File: src/rtl/flag_mon_pkg.sv
// rtl/flag_mon_pkg.sv - shared state encoding and default constants for the flag sequence monitor
package flag_mon_pkg;

   typedef enum logic [2:0] {
      ST_IDLE = 3'd0,
      ST_S0   = 3'd1,
      ST_S1   = 3'd2,
      ST_S2   = 3'd3,
      ST_DONE = 3'd4
   } state_e;

   localparam int          SEQ_W_DEF  = 8;
   localparam int          EDGE_W_DEF = 4;
   localparam logic [19:0] ID_NUM_DEF = 20'd65166;

endpackage

File: src/rtl/rise_counter.sv
// rtl/rise_counter.sv - rising-edge detector feeding a wrapping counter with sync clear and enable
module rise_counter #(
   parameter int W = 4
) (
   input  logic         clk,
   input  logic         preset0,
   input  logic         en,
   input  logic         clr,
   input  logic         d,
   output logic [W-1:0] count
);

   logic         d_q;
   logic         d_d;
   logic [W-1:0] count_q;
   logic [W-1:0] count_d;

   // History resets high so a level already asserted out of reset is not an edge.
   always_comb begin
      d_d     = d_q;
      count_d = count_q;
      if (en) begin
         d_d = d;
         if (d && !d_q) begin
            count_d = count_q + 1'b1;
         end
      end
      if (clr) begin
         count_d = '0;
      end
   end

   always_ff @(posedge clk or negedge preset0) begin
      if (!preset0) begin
         d_q     <= 1'b1;
         count_q <= '0;
      end else begin
         d_q     <= d_d;
         count_q <= count_d;
      end
   end

   assign count = count_q;

endmodule

File: src/rtl/flag_sequence_monitor.sv
// rtl/flag_sequence_monitor.sv - detects the flag code sequence 00,01,11,10 and counts completions and op2 edges
module flag_sequence_monitor
   import flag_mon_pkg::*;
#(
   parameter logic [19:0] ID_NUM = ID_NUM_DEF,
   parameter int          SEQ_W  = SEQ_W_DEF,
   parameter int          EDGE_W = EDGE_W_DEF
) (
   input  logic              clk,
   input  logic              preset0,
   input  logic              en,
   input  logic              clr_cnt,
   input  logic              op0,
   input  logic              op1,
   input  logic              op2,
   output logic              match,
   output logic              busy,
   output logic [2:0]        state,
   output logic [SEQ_W-1:0]  seq_count,
   output logic [EDGE_W-1:0] edge_count,
   output logic [19:0]       id_num
);

   state_e           state_q;
   state_e           state_d;
   logic [SEQ_W-1:0] seq_q;
   logic [SEQ_W-1:0] seq_d;
   logic [1:0]       code;

   assign code = {op1, op0};

   always_ff @(posedge clk or negedge preset0) begin
      if (!preset0) begin
         state_q <= ST_IDLE;
      end else begin
         state_q <= state_d;
      end
   end

   always_comb begin
      state_d = state_q;
      if (en) begin
         case (state_q)
            ST_IDLE: state_d = (code == 2'b00) ? ST_S0 : ST_IDLE;
            ST_S0: begin
               case (code)
                  2'b00:   state_d = ST_S0;
                  2'b01:   state_d = ST_S1;
                  default: state_d = ST_IDLE;
               endcase
            end
            ST_S1: begin
               case (code)
                  2'b00:   state_d = ST_S0;
                  2'b01:   state_d = ST_S1;
                  2'b11:   state_d = ST_S2;
                  default: state_d = ST_IDLE;
               endcase
            end
            ST_S2: begin
               case (code)
                  2'b00:   state_d = ST_S0;
                  2'b11:   state_d = ST_S2;
                  2'b10:   state_d = ST_DONE;
                  default: state_d = ST_IDLE;
               endcase
            end
            ST_DONE: state_d = (code == 2'b00) ? ST_S0 : ST_IDLE;
            default: state_d = ST_IDLE;
         endcase
      end
   end

   always_comb begin
      match = (state_q == ST_DONE);
      busy  = (state_q != ST_IDLE);
   end

   // Clear is honoured even with en low and wins over a same-edge completion.
   always_comb begin
      seq_d = seq_q;
      if (clr_cnt) begin
         seq_d = '0;
      end else if (en && (state_d == ST_DONE) && (seq_q != {SEQ_W{1'b1}})) begin
         seq_d = seq_q + 1'b1;
      end
   end

   always_ff @(posedge clk or negedge preset0) begin
      if (!preset0) begin
         seq_q <= '0;
      end else begin
         seq_q <= seq_d;
      end
   end

   rise_counter #(
      .W (EDGE_W)
   ) u_edge_cnt (
      .clk     (clk),
      .preset0 (preset0),
      .en      (en),
      .clr     (clr_cnt),
      .d       (op2),
      .count   (edge_count)
   );

   assign state     = state_q;
   assign seq_count = seq_q;
   assign id_num    = ID_NUM;

endmodule

File: config.mk
export PLATFORM = sky130hd
export DESIGN_NAME = flag_sequence_monitor
export DESIGN_NICKNAME = d
export VERILOG_FILES = /design/src/rtl/flag_mon_pkg.sv /design/src/rtl/rise_counter.sv /design/src/rtl/flag_sequence_monitor.sv
export SDC_FILE = /design/constraint.sdc
export NUM_CORES = 1
export LEC_CHECK = 0
export CORE_MARGIN = 2
export CORE_UTILIZATION = 40
export CTS_CLUSTER_DIAMETER = 60
export DETAILED_ROUTE_END_ITERATION = 8
export DONT_BUFFER_PORTS = 1
export PLACE_DENSITY = 0.62
export SLEW_MARGIN = 20
export SYNTH_ARGS = -nofsm -noshare
export SYNTH_HDL_FRONTEND = slang
export SYNTH_SLANG_ARGS = --single-unit
File: constraint.sdc
create_clock -name clk -period 4.9 [get_ports clk]
set_input_delay 0.98 -clock clk [delete_from_list [all_inputs] [get_ports clk]]
set_output_delay 0.98 -clock clk [all_outputs]
set_load 0.03 [all_outputs]
==> results of run 1 <==
final cells by class:
| cell class | count | area [µm²] | share of cell area [%] |
|---|---|---|---|
| multi-input cells | 91 | 588 | 53.9 |
| flip-flops and latches | 16 | 402 | 36.8 |
| well taps | 31 | 38.8 | 3.56 |
| clock buffers | 4 | 36.3 | 3.33 |
| inverters | 7 | 26.3 | 2.41 |
where the power goes:
part / switching, mW / internal [mW]
Sequential: 0.0211 / 0.138
Clock: 0.0423 / 0.0453
Combinational: 0.0390 / 0.0149
final timing paths:
kind | from | end | slack [ps] | depth (start not counted)
worst max-delay path | op0 | seq_count[6] | 1910 | 7
worst min-delay path | preset0 | seq_count[7] | 370 | 0
worst max register to register | state[1] | seq_count[6] | 2110 | 5
worst min register to register | u_edge_cnt.d_q | u_edge_cnt.d_q | 490 | 2
max in group asynchronous | preset0 | u_edge_cnt.d_q | 4360 | 0
min in group clk | u_edge_cnt.d_q | u_edge_cnt.d_q | 490 | 2
metrics by stage:
step                      hold WS (ps)  cell area (µm²)  utilization (%)  total power, mW  setup slack, ps
final                              369             1090             40.3            0.300             1910
after global routing               349             1090             40.3            0.315             1770
after CTS                          354             1080             40.0            0.304             1920
after detailed placement           477             1050             38.7            0.214             1630
after global placement             465             1050             38.7            0.211             1670
after floorplan                    454             1200                -            0.226             1860
layer usage:
| metal | vias to the layer above | global-route usage [%] |
|---|---|---|
| li1 | 380 | - |
| met5 | - | 0 |
| met4 | 0 | 6.98 |
| met2 | 23 | 20.9 |
| met3 | 5 | 3.63 |
| met1 | 384 | 18.2 |
logic make-up after synthesis:
family / Yosys count
AND/OR/NAND/NOR: 37
buffers and inverters: 32
AO/OA/AOI/OAI: 24
flip-flops: 16
adder cells (fa/ha/maj): 7
XOR/XNOR: 3
other: 2
critical path, delay by kind of cell:
family	cells	cell delay (ps)
AOI/OAI and AO/OA	2	660
adders and majority gates	1	270
buffers and inverters	1	50
and+or+nand+nor	3	1250
synth_stat cells (all sizes together) (2+ instances only):
library cell,n,area share [%]
conb,2,0.66
or4,7,5.0
clkbuf,2,0.66
inv,7,2.3
nand4,3,1.7
xor2,2,1.6
nand2,4,1.3
and4bb,3,3.3
buf,23,16
and2,2,1.2
nor2,5,1.7
a21oi,9,4.0
dfrtp,15,33
o31ai,6,4.0
o21ai,5,2.2
or3,2,1.2
ha,7,7.8
nand3,4,1.8
state kept, by name, summed over array words and instances (netlist names):
name / count
seq_count: 8
u_edge_cnt.count: 4
state: 3
u_edge_cnt.d_q: 1
==> impl_metrics.yaml, run 1 <==
floorplan:
  fp.dieW_um: 57.1
  rows: 19
  ioPinCount: 44
  die_h_um: 57.1
  core_mm2: 0.00271
  dieArea_mm2: 0.00327
  initial_core_util_pct: 41.7
synth:
  synth_top_family_by_area: "simple AND/OR/NAND/NOR gates"
  syn-cell-area_mm2: 0.00113
  synth-xor-area-share_pct: 2.33
  synthAdderAreaFrac_pct: 7.75
  yosys.area_share.simple_pct: 21.7
  ys_ff_latch: 16
  synthCells: 121
  avgSynthCellArea_um2: 9.34
  synthFlopType: "dfrtp_1"
  synth.distinct_cells: 36
  seq_area_frac_synth_pct: 35.5
  synth-edff-count: 0
  ys_warn_count: 0
  synthArstFlopShare_pct: 100
  yosys-mux-area-fraction_pct: 0
  synth_compound_area_share_pct: 13.1
clocking:
  cts_tree: "done"
  ctsResizeCount: 0
  cts_buffer_depth: 2
  cts_sinks: 16
  clkTransAtPathRegs_ps: 90
  htree_num_levels: 1
  post_cts_buffers: 0
  cts_made_buffers: 3
  insertion_delay_ps: 290
  cts_root_buffer: "clkbuf_4"
  hold_buffers: 0
drt:
  antenna_left: 0
  routed_via_density: 5.32
  drt_iter0_markers: 55
  routed_wl_um: 2090
  top_layer: "met4"
  wl_met3_um: 125
  wl_met1_um: 893
  dr.pass1.iters: 4
  vias: 792
  drc: 0
  wl_met2_um: 1030
  routedWlPerCell_um: 14.1
grt:
  grt_usage_pct: 13.8
  grt_antenna_before_repair: 0
  grt_pass1_vias: 744
  grt_pass1_wl_um: 3490
  grt_max_degree: 18
  overflow: 0
placed_design:
  place_inst: 145
  place_congestion: 0.786
  port_buffers: 0
  place_hpwl_um: 1560
sta:
  grt_setup_unrepaired: "no"
  timing.fmax_ghz: 0.334
  finClkSkew_ps: 3.93
  setup_violations: 0
  setup_tns_ps: 0
  tightest_slew_ps: 902
  period_needed_ps: 2990
  hold_viol_final: 0
  max-slew-margin-rel_pct: 39.4
  drv_slew: 0
  fin_crit_sh_pct: 61.1
pwr:
  ir_drop_mv: 0.134
  p_per_area_mw_per_mm2: 275
  p_leak_nw: 0.498
hold_path:
  hold_path_class: "primary input to asynchronous set/reset pin"
setup_path:
  crit_slowest_cell: "or4_1"
  path_class: "primary input to flip-flop"
  arrival_ps: 3210
  start_kind: "primary input"
  max_stage_delay_ps: 530
  cp_max_fo: 16
  endpoint_kind: "flip-flop"
  crit_chain: "inv_1 -> ha_1 -> and4bb_1 -> or4_4 -> a311o_1 -> or4_1 -> a21oi_1"
  worst-endpoint-required_ps: 5120
finish:
  antennaDiodeCount: 0
  final_nets: 133
  layout.cells.non_filler: 149
  drive_gt1_share_pct: 11.9
  final_common_cell: "conb_1"
  area_growth_syn_to_layout_pct: -3.43
  final_cell_mix: "conb_1 (20), dfrtp_1 (15), a21oi_1 (9)"
  num-fill-cells: 288
outcome:
  status: "finished, final reports clean"
job:
  cap_violations: 0
No activity file was read; power rests on OpenSTA's default activity.
==> inputs of run 2 (changes only) <==
clock period = 3.03 ns   (was 4.9 ns; I/O delays follow)
==> run 2 against run 1 <==
Setup slack worse by 1500 ps. Worst hold slack worse by 220 ps. Combinational power is 120% higher. Clock skew grew 4.8 ps. Sequential cell count stayed put. Sequential power grew 47%. Sequential share of layout area shrank 1.1 points. Non-clock buffer count increased by 4.
==> impl_metrics.yaml, run 2 (same netlist as run 1, synthesis figures left out) <==
outcome:
  status: "finished, final reports clean"
clocking:
  insertion_delay_ps: 290
  cts_tree: "done"
  post_cts_buffers: 0
  cts_sinks: 16
  htree_num_levels: 1
  cts_root_buffer: "clkbuf_4"
  clkTransAtPathRegs_ps: 90
  cts_buffer_depth: 2
  cts_made_buffers: 3
setup_path:
  reg2reg_slack_ps: 460
  start_kind: "primary input"
  crit_slowest_cell: "or4_4"
  path_class: "primary input to flip-flop"
  max_stage_delay_ps: 510
  cp_max_fo: 16
  crit_chain: "inv_1 -> ha_1 -> and4bb_1 -> or4_4 -> a311o_1 -> or4_1 -> a21oi_1"
  worstSetupPathDepth: 7
  cp_top_family: "simple AND/OR/NAND/NOR gates"
  rr_startpoint: "state[2]"
  endpoint_kind: "flip-flop"
  worst-endpoint-required_ps: 3250
  r2r_end: "seq_count[7]"
  arrival_ps: 2810
  reg2regPathDepth: 5
  worst-path-buf-inv: 1
drt:
  antenna_left: 0
  routed_wl_um: 2110
  dr.pass1.iters: 3
  drt_iter0_markers: 30
  vias: 803
  routed_via_density: 5.25
  drc: 0
  routedWlPerCell_um: 13.8
floorplan:
  initial_core_util_pct: 41.7
  ioPinCount: 44
  rows: 19
  core_mm2: 0.00271
  fp.dieW_um: 57.1
  die_h_um: 57.1
  dieArea_mm2: 0.00327
sta:
  drv_slew: 0
  tightest_slew_ps: 697
  setup_tns_ps: 0
  grt_setup_unrepaired: "no"
  finClkSkew_ps: 8.74
  timing.fmax_ghz: 0.386
  period_needed_ps: 2590
  fin_crit_sh_pct: 85.6
  setup_violations: 0
  max-slew-margin-rel_pct: 53.4
  hold_viol_final: 0
finish:
  largest_reg_flops: 8
  final_cell_mix: "conb_1 (20), dfrtp_1 (15), a21oi_1 (9)"
  antennaDiodeCount: 0
  final_common_cell: "conb_1"
  final_nets: 137
  finalInstanceArea_mm2: 0.00112
  area_growth_syn_to_layout_pct: -0.554
  drive_gt1_share_pct: 13.9
pwr:
  p_leak_nw: 0.519
  p_per_area_mw_per_mm2: 446
  ir_drop_mv: 0.260
placed_design:
  dpl-instance-area_mm2: 0.00107
  port_buffers: 0
  place_congestion: 0.786
  place_hpwl_um: 1560
grt:
  grt_pass1_wl_um: 3550
  grt_antenna_before_repair: 0
  overflow: 0
  grt_max_degree: 18
  grt_usage_pct: 14.3
  grt_pass1_vias: 763
hold_path:
  hold_path_class: "primary input to asynchronous set/reset pin"
job:
  cap_violations: 0
==> run 2: changes by cell type in the layout (fill, tap and decap cells not counted), sizes merged <==
cell         before  now
buf               0    3
dlygate4sd3       0    1
==> run 2: worst max-delay path by stage <==
stage	from	to	slack [ps]
2_1_floorplan	op0	seq_count[4]	360
5_1_grt	state[2]	seq_count[4]	290
4_1_cts	op0	seq_count[6]	440
3_3_place_gp	op0	seq_count[4]	170
3_5_place_dp	op0	seq_count[6]	140
6_report	op0	seq_count[7]	440
==> run 2: worst register-to-register path: stages (launching register included) <==
cell	delay, ps
dfrtp_1	590
and4bb_1	230
or4_4	510
a311o_1	500
or4_1	510
a21oi_1	150
==> run 2: report_power, final <==
group          leakage (nW)  total (mW)  internal (mW)  switching, mW
Clock                0.0210       0.145         0.0731         0.0717
Combinational         0.280       0.121         0.0325         0.0890
Sequential            0.218       0.234          0.223         0.0117
Total                 0.519       0.501          0.328          0.172
==> run 2: layout make-up <==
cell class	count	area (µm²)
multi-input combinational	91	588
fill	276	1590
clock buffer	4	36.3
sequential	16	402
timing repair buffer	4	32.5
inverter	7	26.3
tap	31	38.8
==> run 2: stage by stage <==
step / setup WS, ps / instances / hold WS, ps / power [mW] / util, %
global placement: 170 / 148 / 311 / 0.351 / 39.5
floorplan: 363 / 139 / 310 / 0.366 / -
finish: 437 / 153 / 152 / 0.501 / 41.5
CTS: 436 / 153 / 139 / 0.505 / 41.2
global route: 287 / 153 / 128 / 0.524 / 41.5
detailed placement: 138 / 148 / 311 / 0.355 / 39.5
==> run 2: what timing repair did <==
action                                  CTS  global route
hold endpoints to repair                 15             0
hold buffers                              1             0
gates resized for setup                   0             0
endpoints found under the setup margin    0             0
==> run 2: layer usage <==
layer  wire length, µm  vias up  global-route usage, %
li1                  -      388                      -
met1               857      386                   19.0
met2              1050       25                   21.2
met3               157        4                   4.31
met4                39        0                   6.98
met5                 0        -                      0
